[src/rtl/clock_div_controller.sv]
// Run-time-programmable clock divider: square wave, period tick and 4-channel scan select.
// Optional tick_count output is enabled by defining CLKDIV_TICK_COUNT_EN.
module clock_div_controller #(
    parameter int WIDTH           = 28,
    parameter int DEFAULT_DIVISOR = 200000
) (
    input  logic             clock_in,
    input  logic             reset_n,
    input  logic             enable,
    input  logic [WIDTH-1:0] cfg_divisor,
    input  logic             cfg_valid,
    output logic             cfg_ready,
    output logic             clock_out,
    output logic             tick,
    output logic [1:0]       ch_sel,
    output logic [3:0]       ch_onehot,
    output logic             busy
`ifdef CLKDIV_TICK_COUNT_EN
    ,
    output logic [15:0]      tick_count
`endif
);

    typedef enum logic [1:0] {IDLE, RUN, PENDING} state_t;

    localparam logic [WIDTH-1:0] DEF_DIV = WIDTH'(DEFAULT_DIVISOR);

    state_t           state_q, state_d;
    logic [WIDTH-1:0] counter_q, counter_d;
    logic [WIDTH-1:0] div_q, div_d;
    logic [WIDTH-1:0] pend_q, pend_d;
    logic             clk_out_q, clk_out_d;
    logic             tick_q, tick_d;
    logic [1:0]       ch_sel_q, ch_sel_d;
    logic             xfer;
    logic             wrap;

    // Divisors below 2 would make div-1 underflow and the wave degenerate.
    function automatic logic [WIDTH-1:0] clamp_div(input logic [WIDTH-1:0] d);
        return (d < WIDTH'(2)) ? WIDTH'(2) : d;
    endfunction

    assign cfg_ready = (state_q != PENDING);
    assign busy      = (state_q != IDLE);
    assign xfer      = cfg_valid && cfg_ready;
    assign wrap      = busy && (counter_q == div_q - WIDTH'(1));

    always_ff @(posedge clock_in or negedge reset_n) begin
        if (!reset_n) begin
            state_q   <= IDLE;
            counter_q <= '0;
            div_q     <= DEF_DIV;
            pend_q    <= '0;
            clk_out_q <= 1'b0;
            tick_q    <= 1'b0;
            ch_sel_q  <= 2'd0;
        end else begin
            state_q   <= state_d;
            counter_q <= counter_d;
            div_q     <= div_d;
            pend_q    <= pend_d;
            clk_out_q <= clk_out_d;
            tick_q    <= tick_d;
            ch_sel_q  <= ch_sel_d;
        end
    end

    always_comb begin
        state_d   = state_q;
        counter_d = counter_q;
        div_d     = div_q;
        pend_d    = pend_q;
        clk_out_d = 1'b0;
        tick_d    = 1'b0;
        ch_sel_d  = ch_sel_q;
        case (state_q)
            IDLE: begin
                counter_d = '0;
                ch_sel_d  = 2'd0;
                if (xfer) div_d = clamp_div(cfg_divisor);
                if (enable) state_d = RUN;
            end
            default: begin
                clk_out_d = (counter_q < (div_q >> 1));
                tick_d    = wrap;
                if (wrap) begin
                    counter_d = '0;
                    ch_sel_d  = ch_sel_q + 2'd1;
                    state_d   = RUN;
                    if (state_q == PENDING) div_d = pend_q;
                    // A divisor offered on the wrap itself waits a full period,
                    // unless we are stopping, in which case it is simply loaded.
                    if (xfer) begin
                        if (enable) begin
                            pend_d  = clamp_div(cfg_divisor);
                            state_d = PENDING;
                        end else begin
                            div_d = clamp_div(cfg_divisor);
                        end
                    end
                    if (!enable) begin
                        state_d   = IDLE;
                        ch_sel_d  = 2'd0;
                        clk_out_d = 1'b0;
                    end
                end else begin
                    counter_d = counter_q + WIDTH'(1);
                    if (xfer) begin
                        pend_d  = clamp_div(cfg_divisor);
                        state_d = PENDING;
                    end
                end
            end
        endcase
    end

    assign clock_out = clk_out_q;
    assign tick      = tick_q;
    assign ch_sel    = ch_sel_q;
    assign ch_onehot = busy ? (4'b0001 << ch_sel_q) : 4'b0000;

`ifdef CLKDIV_TICK_COUNT_EN
    logic [15:0] tick_count_q, tick_count_d;

    always_comb begin
        tick_count_d = tick_count_q;
        if (busy && state_d == IDLE) tick_count_d = 16'd0;
        else if (wrap)               tick_count_d = tick_count_q + 16'd1;
    end

    always_ff @(posedge clock_in or negedge reset_n) begin
        if (!reset_n) tick_count_q <= 16'd0;
        else          tick_count_q <= tick_count_d;
    end

    assign tick_count = tick_count_q;
`endif

endmodule

[config.mk]
export PLATFORM = sky130hd
export DESIGN_NAME = clock_div_controller
export DESIGN_NICKNAME = d
export VERILOG_FILES = /design/src/rtl/clock_div_controller.sv
export SDC_FILE = /design/constraint.sdc
export NUM_CORES = 1
export LEC_CHECK = 0
export ABC_AREA = 1
export BUFFER_PORTS_ARGS = -buffer_cell sky130_fd_sc_hd__buf_2
export CAP_MARGIN = 10
export CORE_ASPECT_RATIO = 1.4
export CORE_MARGIN = 2
export CORE_UTILIZATION = 39
export DETAILED_ROUTE_END_ITERATION = 8
export PLACE_DENSITY = 0.59
export SLEW_MARGIN = 20
export SYNTH_ARGS = -nofsm -noshare
export SYNTH_HDL_FRONTEND = slang
export SYNTH_SLANG_ARGS = --single-unit
[constraint.sdc]
create_clock -name clock_in -period 6.5 [get_ports clock_in]
set_clock_uncertainty 0.15 [all_clocks]
set_input_delay 0.325 -clock clock_in [delete_from_list [all_inputs] [get_ports clock_in]]
set_output_delay 0.325 -clock clock_in [all_outputs]
set_load 0.05 [all_outputs]
==> results.toml, run 1 <==
[die]
placementRows = 56
die_area_um2 = 17800
start_util_pct = 39.3
die_h_um = 157
core_um2 = 16600
io_pins = 42
fp.dieW_um = 113

[setup_path]
critPathRequiredTime_ns = 6.65
crit_path_max_incr_delay_ns = 0.61
ff2ff_path_depth = 16
cp_slowest_cell = "nand2_2"
crit_chain = "inv_1 > ha_1 > nand2_2 > nor2_4 > nand3_1 > nor2_1 > nand2_1 > nand2_1 > nand3_1 > nor2_1 > nand3_2 > nand2_2 > nand2_2 > nand2_2 > nand2_1 > nand2_1"
crit_fanout = 31
endpoint_kind = "register"
reg2reg_slack_ns = 2.51
critical_path_class = "register to register"
start_kind = "register"
worstPathArrival_ns = 4.14

[place]
dp_hpwl_um = 13000
dpl.cell_count = 1096
io_buffers = 41
gp_congestion = 0.905
dp_slack_ns = 2.51

[yosys]
synth_nets = 940
yosys.area.top_type_share_pct = 32.2
ys.flop_type = "dfrtp_1"
yosys_warnings = 0
ys_types = 40
netlist.top_cell.by_area = "dfrtp_1"
syn_avg_cell_area_um2 = 7.46
ys_ff_latch = 90
yosysSeqAreaShare_pct = 34.6
synth.cell_area_um2 = 6530
synth_cells = 876
synth.area.top_cells = "dfrtp_1, nand2_1, ha_1, nor2_1, nand3_1"
ys_top_cells_by_count = "nand2_1, nor2_1, dfrtp_1, inv_1, nand3_1"
synthArstFlopShare_pct = 100
synth-edff-count = 0
synth.most_common_cell = "nand2_1"

[drt]
drt_iter0_drc = 235
first_pass_iters = 6
wl_per_cell_um = 15.2
drc = 0
num_vias = 5666
routed_wl_um = 16900
via_per_inst = 5.09
postRouteAntennaNets = 0

[layout]
fillers = 1721
drive_gt1_share_pct = 13.2
final_cells = 1114
diodes = 0
finalNetCount = 970
syn_to_final_growth_pct = 10.1

[sta]
finalMaxSlewViolations = 0
fmax_mhz = 250
layout_min_cycle_time_ns = 3.99
slew_headroom_pct = 55.3
setup_viol = 0
tns_ns = 0
rsz0062_at_grt = "false"
hold_viol = 0
layout_setup_ws_ns = 2.51
worst_pin_slew_ns = 0.670
fin_crit_sh_pct = 61.4

[status]
status = "finished clean"

[power_and_ir_drop]
power_leakage_nw = 3.49
p_per_area_nw_per_um2 = 438
ir_drop_v = 0.000180

[cts]
clock_path_buffers = 2
cts_resized = 0
insertion_delay_ns = 0.36
cts_tree = "built"
cts_setup_buffers = 0
htreeDepth = 3
clkSlewWorstSetupHoldPaths_ns = 0.07
cts_num_sinks = 90
ctsHoldBuffers = 1
clockRootBuffer = "clkbuf_16"
numCtsBuffers = 9

[grt]
met3_usage_pct = 1.96
grt_max_degree = 59
grt_pass1_vias = 5610
grt-ovfl-total = 0
top_usage_layer = "met2"
grtUsageTotal_pct = 20.1
antenna_found_initial = 0
use_met1_pct = 26.1
grt_first_pass_wirelength_um = 28300
met2_usage_pct = 34.9

[worst_hold_path]
hp-class = "input port to register"
min_path_cells = 3

[flow_run]
maxCapViolations = 0
[cell families (layout without fill, tap and decap cells)]
logic type / Yosys count / count (layout) / synth area share (%)
xor+xnor: 52 / 52 / 6.97
simple gates: 462 / 462 / 31.1
buf+inv: 111 / 146 / 7.57
fa+ha+maj: 32 / 32 / 6.13
compound gates: 102 / 102 / 9.46
flops: 90 / 90 / 34.6
mux: 27 / 27 / 4.14
[worst max-delay path: cells and delay by family, from the launching register on]
| family | cells | cell delay, ns |
|---|---|---|
| fa+ha+maj | 1 | 0.22 |
| flops | 1 | 0.41 |
| buf+inv | 1 | 0.13 |
| simple gates | 14 | 3.00 |
[where the power goes]
part | leakage [nW] | total [mW] | switching, mW | internal (mW)
clock network | 0.146 | 0.528 | 0.249 | 0.279
logic | 2.20 | 1.66 | 1.10 | 0.562
registers | 1.15 | 0.954 | 0.193 | 0.761
[cell usage in the layout, fill, tap and decap left out, types with 2 or more instances in the layout]
cell       instances
o21ai_1            4
xnor2_1           18
ha_1              32
inv_6              4
nand2_1          225
nand3b_1           3
nor2_1            97
nand3_1           65
nor3b_1            5
nor2_4             6
nor3_1            15
xor2_1            34
nor2_2             7
nand2_2            9
mux2i_1           27
clkbuf_16          9
dfrtp_1           84
o21a_1             2
nand4_1           16
a21oi_1           17
dfstp_2            6
o21ai_0           47
o211ai_1           7
inv_1             77
nor4_1             9
buf_4              5
o21ai_2           20
buf_2             40
inv_2              5
[final timing paths]
check | startpoint | to
worst max-delay path | div_q[1] | pend_q[5]
worst min-delay path | cfg_divisor[17] | pend_q[17]
worst max register to register | div_q[1] | pend_q[5]
worst min register to register | pend_q[11] | pend_q[11]
max in group asynchronous | reset_n | div_q[7]
min in group asynchronous | reset_n | counter_q[23]
[metrics by stage]
step | util, % | power (mW) | instance area [um2] | hold WS, ns
final | 43.3 | 3.15 | 7190 | 0.0781
after detailed placement | 41.3 | 2.62 | 6870 | 0.199
after floorplan | - | 2.29 | 6530 | -0.121
after global routing | 43.3 | 3.45 | 7190 | 0.0975
after CTS | 43.2 | 3.16 | 7170 | 0.0703
after global placement | 41.3 | 2.60 | 6870 | 0.207
[sequential cells by signal (all words and copies together) (netlist names)]
signal     cells
counter_q     28
ch_sel         2
div_q         28
tick           1
state_q        2
clock_out      1
pend_q        28
[final cells by class]
type	instances	area, um2	share of cell area [%]
repair buffers	47	268	3.72
well taps	203	254	3.53
clock inverters	6	55.1	0.766
flip-flops and latches	90	2260	31.4
inverters	83	312	4.33
clock buffers	10	239	3.32
multi-input cells	675	3800	52.9
[routing by layer]
| metal | vias up | wire length [um] |
|---|---|---|
| met3 | 24 | 437 |
| met2 | 89 | 8430 |
| met4 | 0 | 354 |
| met1 | 2639 | 7680 |
| li1 | 2914 | - |
| met5 | - | 0 |
Power figures use the tool's default switching activity.
==> inputs of run 2 (changes only) <==
==> constraint.sdc (replaced) <==
create_clock -name clock_in -period 3.86 [get_ports clock_in]
set_clock_uncertainty 0.15 [all_clocks]
set_input_delay 0.193 -clock clock_in [delete_from_list [all_inputs] [get_ports clock_in]]
set_output_delay 0.193 -clock clock_in [all_outputs]
set_load 0.05 [all_outputs]
==> run 2 against run 1 <==
Effect of this change: sequential share of layout area fell by 1.1 points; sequential power rose by 68%; combinational power rose by 73%; clock-buffer cell count rose by 1; critical path type unchanged; largest power group unchanged; highest routed layer unchanged.
==> results.toml, run 2 (synthesized netlist as in run 1, its figures left out) <==
[status]
status = "finished clean"

[layout]
diodes = 0
top_regs = "counter_q x28, div_q x28, pend_q x28"
finalNetCount = 999
syn_to_final_growth_pct = 14.2
final_cell_mix = "nand2_1, nor2_1, dfrtp_1"
final_common_cell = "nand2_1"
drive_gt1_share_pct = 12.9
fillers = 1669
final_cells = 1142

[drt]
drc = 0
via_per_inst = 5.10
wl_met2_um = 8510
num_vias = 5819
first_pass_iters = 4
drt_iter0_drc = 245
wl_met1_um = 7910
dr.max_layer_used = "met4"
postRouteAntennaNets = 0
wl_per_cell_um = 15.2
routed_wl_um = 17400
wl_met3_um = 439

[place]
dpl.cell_count = 1100
dp_hpwl_um = 13000
io_buffers = 41
gp_congestion = 0.892

[die]
core_um2 = 16600
die_h_um = 157
die_area_um2 = 17800
start_util_pct = 39.3
placementRows = 56
io_pins = 42
fp.dieW_um = 113

[sta]
rsz0062_at_grt = "false"
slew_headroom_pct = 36.5
setup_viol = 0
worst_pin_slew_ns = 0.952
layout_min_cycle_time_ns = 3.21
tns_ns = 0
finalMaxSlewViolations = 0
hold_viol = 0
fmax_mhz = 311
fin_crit_sh_pct = 83.2

[setup_path]
worstPathArrival_ns = 3.34
path_delay_family = "simple AND/OR/NAND/NOR gates"
endpoint_kind = "register"
critPathRequiredTime_ns = 3.99
crit_buf_inv = 2
critical_path_class = "register to register"
start_kind = "register"
crit_path_max_incr_delay_ns = 0.51
cp_slowest_cell = "nand2_2"
crit_chain = "inv_1 > ha_1 > nand2_2 > nor2_2 > nand2_2 > inv_1 > nand2_1 > xor2_1 > nand2_1 > nor2_1 > nand3_2 > nand2_2 > nand2_2 > nand2_2 > nand2_1 > nand2_1"
crit_top_cell = "nand2_2"
crit_fanout = 29

[cts]
cts_setup_buffers = 0
cts_num_sinks = 90
numCtsBuffers = 9
htreeDepth = 3
clock_path_buffers = 2
clkSlewWorstSetupHoldPaths_ns = 0.07
clockRootBuffer = "clkbuf_16"
insertion_delay_ns = 0.35
cts_tree = "built"

[grt]
grt-ovfl-total = 0
grt_max_degree = 72
grt_first_pass_wirelength_um = 28900
grt_pass1_vias = 5668
grtUsageTotal_pct = 20.5
antenna_found_initial = 0

[power_and_ir_drop]
p_per_area_nw_per_um2 = 718
power_leakage_nw = 3.61
ir_drop_v = 0.000301

[flow_run]
maxCapViolations = 0

[worst_hold_path]
hp-class = "input port to register"
==> run 2: cell count changes in the layout (fill, tap and decap cells not counted), sizes merged <==
cell / before / now
dlygate4sd3: 1 / 27
buf: 46 / 49
bufinv: 0 / 1
inv: 87 / 83
clkbuf: 10 / 11
clkinvlp: 0 / 1
==> run 2: area by class of cell <==
class | instances | area, um2 | area share (%)
clock buffer | 11 | 243 | 3.25
timing repair buffer | 76 | 538 | 7.21
clock inverter | 4 | 51.3 | 0.688
tap | 203 | 254 | 3.40
multi-input combinational | 675 | 3800 | 51.0
inverter | 83 | 312 | 4.18
sequential | 90 | 2260 | 30.3
==> run 2: routing by layer <==
layer / vias to the layer above / global-route usage (%)
met5: - / 0
met4: 0 / 7.26
met3: 31 / 2.77
met2: 89 / 34.8
met1: 2720 / 26.8
li1: 2979 / -
==> run 2: per-stage QoR <==
step / util, % / worst slack (ns) / area, um2 / hold WS, ns / total power, mW
global route: 44.9 / 0.260 / 7460 / 0.0924 / 5.85
detailed placement: 41.5 / 0.616 / 6900 / 0.256 / 4.47
global placement: 41.5 / 0.666 / 6900 / 0.253 / 4.44
floorplan: - / 1.40 / 6530 / -0.253 / 3.86
finish: 44.9 / 0.649 / 7460 / 0.0484 / 5.36
CTS: 44.9 / 0.596 / 7460 / 0.0508 / 5.39
==> run 2: final timing paths <==
| kind | from | end | slack (ns) | cells after the start |
|---|---|---|---|---|
| worst max register to register | div_q[1] | pend_q[10] | 0.65 | 16 |
| max in group asynchronous | reset_n | div_q[11] | 2.24 | 3 |
| min in group asynchronous | reset_n | pend_q[22] | 0.39 | 2 |
| worst max-delay path | div_q[1] | pend_q[10] | 0.65 | 16 |
| worst min register to register | pend_q[19] | pend_q[19] | 0.32 | 2 |
| worst min-delay path | enable | state_q[0] | 0.05 | 3 |
==> run 2: timing repair <==
item,CTS,global route
gates resized for setup,0,0
hold buffers,27,0
hold endpoints to repair,94,0
==> run 2: report_power, final <==
group	total [mW]	internal [mW]	switching [mW]
registers	1.60	1.28	0.313
clock network	0.897	0.518	0.379
logic	2.87	0.976	1.89
total	5.36	2.78	2.58
==> run 2: worst register-to-register path: stages (launching register included) <==
cell and delay, ns:
dfrtp_1 0.40, inv_1 0.12, ha_1 0.21, nand2_2 0.12, nor2_2 0.19, nand2_2 0.13, inv_1 0.07, nand2_1 0.06
xor2_1 0.23, nand2_1 0.08, nor2_1 0.13, nand3_2 0.14, nand2_2 0.30, nand2_2 0.10, nand2_2 0.51, nand2_1 0.12
nand2_1 0.09
==> inputs of run 3 (changes only) <==
--- a/config.mk
+++ b/config.mk
@@ -5,14 +5,14 @@
 export SDC_FILE = /design/constraint.sdc
 export NUM_CORES = 1
 export LEC_CHECK = 0
-export ABC_AREA = 1
+export ABC_AREA = 0
 export BUFFER_PORTS_ARGS = -buffer_cell sky130_fd_sc_hd__buf_2
 export CAP_MARGIN = 10
 export CORE_ASPECT_RATIO = 1.4
 export CORE_MARGIN = 2
 export CORE_UTILIZATION = 39
 export DETAILED_ROUTE_END_ITERATION = 8
-export PLACE_DENSITY = 0.59
+export PLACE_DENSITY = 0.6
 export SLEW_MARGIN = 20
 export SYNTH_ARGS = -nofsm -noshare
 export SYNTH_HDL_FRONTEND = slang
==> constraint.sdc (replaced) <==
create_clock -name clock_in -period 3.2 [get_ports clock_in]
set_clock_uncertainty 0.15 [all_clocks]
set_input_delay 0.16 -clock clock_in [delete_from_list [all_inputs] [get_ports clock_in]]
set_output_delay 0.16 -clock clock_in [all_outputs]
set_load 0.05 [all_outputs]
==> run 3 against run 2 <==
Effect of this change: the flow now finishes with violations (negative setup slack); via count shrank 3.6%; sequential share of layout area shrank 3.3 points; flip-flop and latch count is the same; sequential power grew 16%; die area shrank 7.1%; power grew 11%; cell count shrank 13%; combinational power grew 7.7%; largest power group unchanged; highest routed layer unchanged.
==> results.toml, run 3 <==
[drt]
wl_per_cell_um = 19.1
via_per_inst = 5.68
routed_wl_um = 18800
first_pass_iters = 4
drt_iter0_drc = 229
postRouteAntennaNets = 0
drc = 0
num_vias = 5612

[yosys]
synthArstFlopShare_pct = 100
synth_top_family_by_area = "simple AND/OR/NAND/NOR gates"
synth.cell_area_um2 = 6060
synth_cells = 657
synth_nets = 721
ys_ff_latch = 90
ys.flop_type = "dfrtp_1"
netlist.top_cell.by_area = "dfrtp_1"
yosys_warnings = 0
synth-edff-count = 0
synth.most_common_cell = "dfrtp_1"
synth-xor-area-share_pct = 7.81
synthSimpleGateAreaFrac_pct = 20.2
syn_avg_cell_area_um2 = 9.22
ys_types = 63
yosys.area.top_type_share_pct = 34.7
synth-adder-area-share_pct = 6.61
muxShareOfSynthArea_pct = 6.28
yosysSeqAreaShare_pct = 37.3
synth-compound-area-share_pct = 17.2
synth.area.top_cells = "dfrtp_1, ha_1, xnor2_1, o2bb2ai_1, o22ai_1"
ys_top_cells_by_count = "dfrtp_1, nand2_1, nor2_1, o22ai_1"

[grt]
antenna_found_initial = 0
grt-ovfl-total = 0
grtUsageTotal_pct = 22.5
grt_first_pass_wirelength_um = 28800
grt_max_degree = 91
grt_pass1_vias = 5640

[worst_hold_path]
hp-class = "input port to register"
min_path_cells = 3
whs_endpoint = "pend_q[1]"
worstHoldStart = "cfg_divisor[1]"

[layout]
final_cell_mix = "dfrtp_1, buf_4, nand2_1"
fin_util_pct = 55.4
finalNetCount = 855
diodes = 0
syn_to_final_growth_pct = 38.4
final_common_cell = "dfrtp_1"
drive_gt1_share_pct = 32.7
stdcell_area_um2 = 8380
top_regs = "counter_q x28, div_q x28, pend_q x28"

[place]
dp_slack_ns = -0.257
gp_congestion = 0.930
io_buffers = 41
placed_area_um2 = 6930
dp_hpwl_um = 13400

[sta]
fin_crit_sh_pct = 104
hold_viol = 0
finalMaxSlewViolations = 0
slew_headroom_pct = 44.4
rsz0062_at_grt = "true"
setup_viol = 50
fmax_mhz = 301
layout_min_cycle_time_ns = 3.32
holdWs_ns = 0.0534
worst_pin_slew_ns = 0.833
layout_setup_ws_ns = -0.121

[die]
fp.dieW_um = 109
die_h_um = 151
core_um2 = 15100
start_util_pct = 40.1
placementRows = 53
io_pins = 42
die_area_um2 = 16600

[power_and_ir_drop]
p_clk_share_pct = 17.1
p_seq_share_pct = 31.1
switching_power_mw = 2.44
ir_drop_v = 0.000445
power_leakage_nw = 3.65
finalPower_mw = 5.95
p_comb_share_pct = 51.9
internal_power_mw = 3.51
p_per_area_nw_per_um2 = 710
swShare_pct = 40.9

[setup_path]
critical_path_class = "register to register"
worstPathArrival_ns = 3.40
ff2ff_path_depth = 11
crit_top_cell = "nor4_4"
path_delay_family = "simple AND/OR/NAND/NOR gates"
crit_path_max_incr_delay_ns = 0.57
crit_buf_inv = 3
endpoint_kind = "register"
crit_fanout = 8
crit_chain = "or4_4 > nor4_4 > buf_4 > nand3_1 > a32o_1 > nor4_4 > and3_4 > a21oi_4 > buf_6 > buf_12 > mux2_4"
r2r-start = "div_q[12]"
timing.rr.end = "pend_q[12]"
start_kind = "register"
critPathRequiredTime_ns = 3.28
reg2reg_slack_ns = -0.12
cp_slowest_cell = "or4_4"

[cts]
clockRootBuffer = "clkbuf_16"
clock_path_buffers = 2
insertion_delay_ns = 0.34
clkSlewWorstSetupHoldPaths_ns = 0.07
numCtsBuffers = 9
cts_tree = "built"
cts_num_sinks = 90
htreeDepth = 3

[status]
status = "complete, but fails checks"
violations = "negative setup slack"

[flow_run]
maxCapViolations = 0
[run 3: cell types whose count changed in the layout (fill, tap and decap cells not counted), moves of 12 or more]
cell | before | now
a31oi_4 | 0 | 18
buf_4 | 9 | 71
inv_1 | 77 | 32
mux2_2 | 0 | 17
mux2_4 | 0 | 12
mux2i_1 | 27 | 1
nand2_1 | 225 | 50
nand3_1 | 65 | 19
nor2_1 | 97 | 48
o21ai_0 | 47 | 7
o21ai_2 | 20 | 1
o22ai_1 | 0 | 33
o2bb2ai_2 | 0 | 16
xnor2_1 | 18 | 30
[run 3: final cells by class]
type | instances | area [um2]
timing repair buffer | 156 | 1310
multi-input combinational | 501 | 4170
inverter | 33 | 124
clock inverter | 6 | 50.0
fill | 1333 | 6740
clock buffer | 10 | 229
tap | 192 | 240
sequential | 90 | 2260
[run 3: layer usage]
| metal | GRT usage, % | share of wire (%) | up-vias |
|---|---|---|---|
| met5 | 0 | 0 | - |
| met4 | 8.99 | 3.2 | 0 |
| met3 | 2.28 | 2.7 | 36 |
| met2 | 41.3 | 54 | 132 |
| met1 | 26.6 | 40 | 2759 |
| li1 | - | - | 2685 |
[run 3: worst min-delay path: cells and delay by family]
family                 cells  cell delay, ns
multiplexers               1            0.14
AND/OR/NAND/NOR            1            0.13
buffers and inverters      1            0.09
[run 3: per-stage QoR]
stage	instances	setup TNS (ns)
2_1_floorplan	657	-4.01
3_3_place_gp	927	-5.21
3_5_place_dp	927	-8.14
4_1_cts	977	-0.715
5_1_grt	988	-10.01
6_report	988	-3.63
[run 3: cell families (layout without fill, tap and decap cells)]
group                      Yosys count  after routing
AOI/OAI and AO/OA                  150            150
xor gates and xnor gates            54             54
adders and majority gates           32             32
buffers and inverters               66            205
DFF                                 90             90
muxes                               31             31
and+or+nand+nor                    234            234
[run 3: how the worst max path moves through the flow]
stage               startpoint         end  slack (ns)  depth (start not counted)
floorplan             div_q[4]   pend_q[0]       -0.22                         12
finish               div_q[12]  pend_q[12]       -0.12                         11
global placement      div_q[5]  pend_q[13]       -0.18                         10
global route         div_q[12]  pend_q[12]       -0.22                         11
CTS                   div_q[1]  pend_q[12]       -0.06                         10
detailed placement    div_q[5]  pend_q[12]       -0.26                         10
[run 3: power groups by stage]
stage	Combinational, mW	Sequential, mW	Clock [mW]
6_report	3.09	1.85	1.01
3_5_place_dp	2.52	1.85	0
4_1_cts	2.68	1.83	1.04
5_1_grt	3.34	1.89	1.08
2_1_floorplan	1.62	1.85	0
3_3_place_gp	2.46	1.83	0
[run 3: what timing repair did]
| item | in CTS | in global routing |
|---|---|---|
| hold buffers | 28 | 0 |
| buffers inserted | 4 | 7 |
| endpoints found under the setup margin | 61 | 90 |
| gates cloned | 2 | 4 |
| endpoints found under the hold margin | 113 | 0 |
| resized for setup | 27 | 79 |
| pin swaps | 6 | 30 |
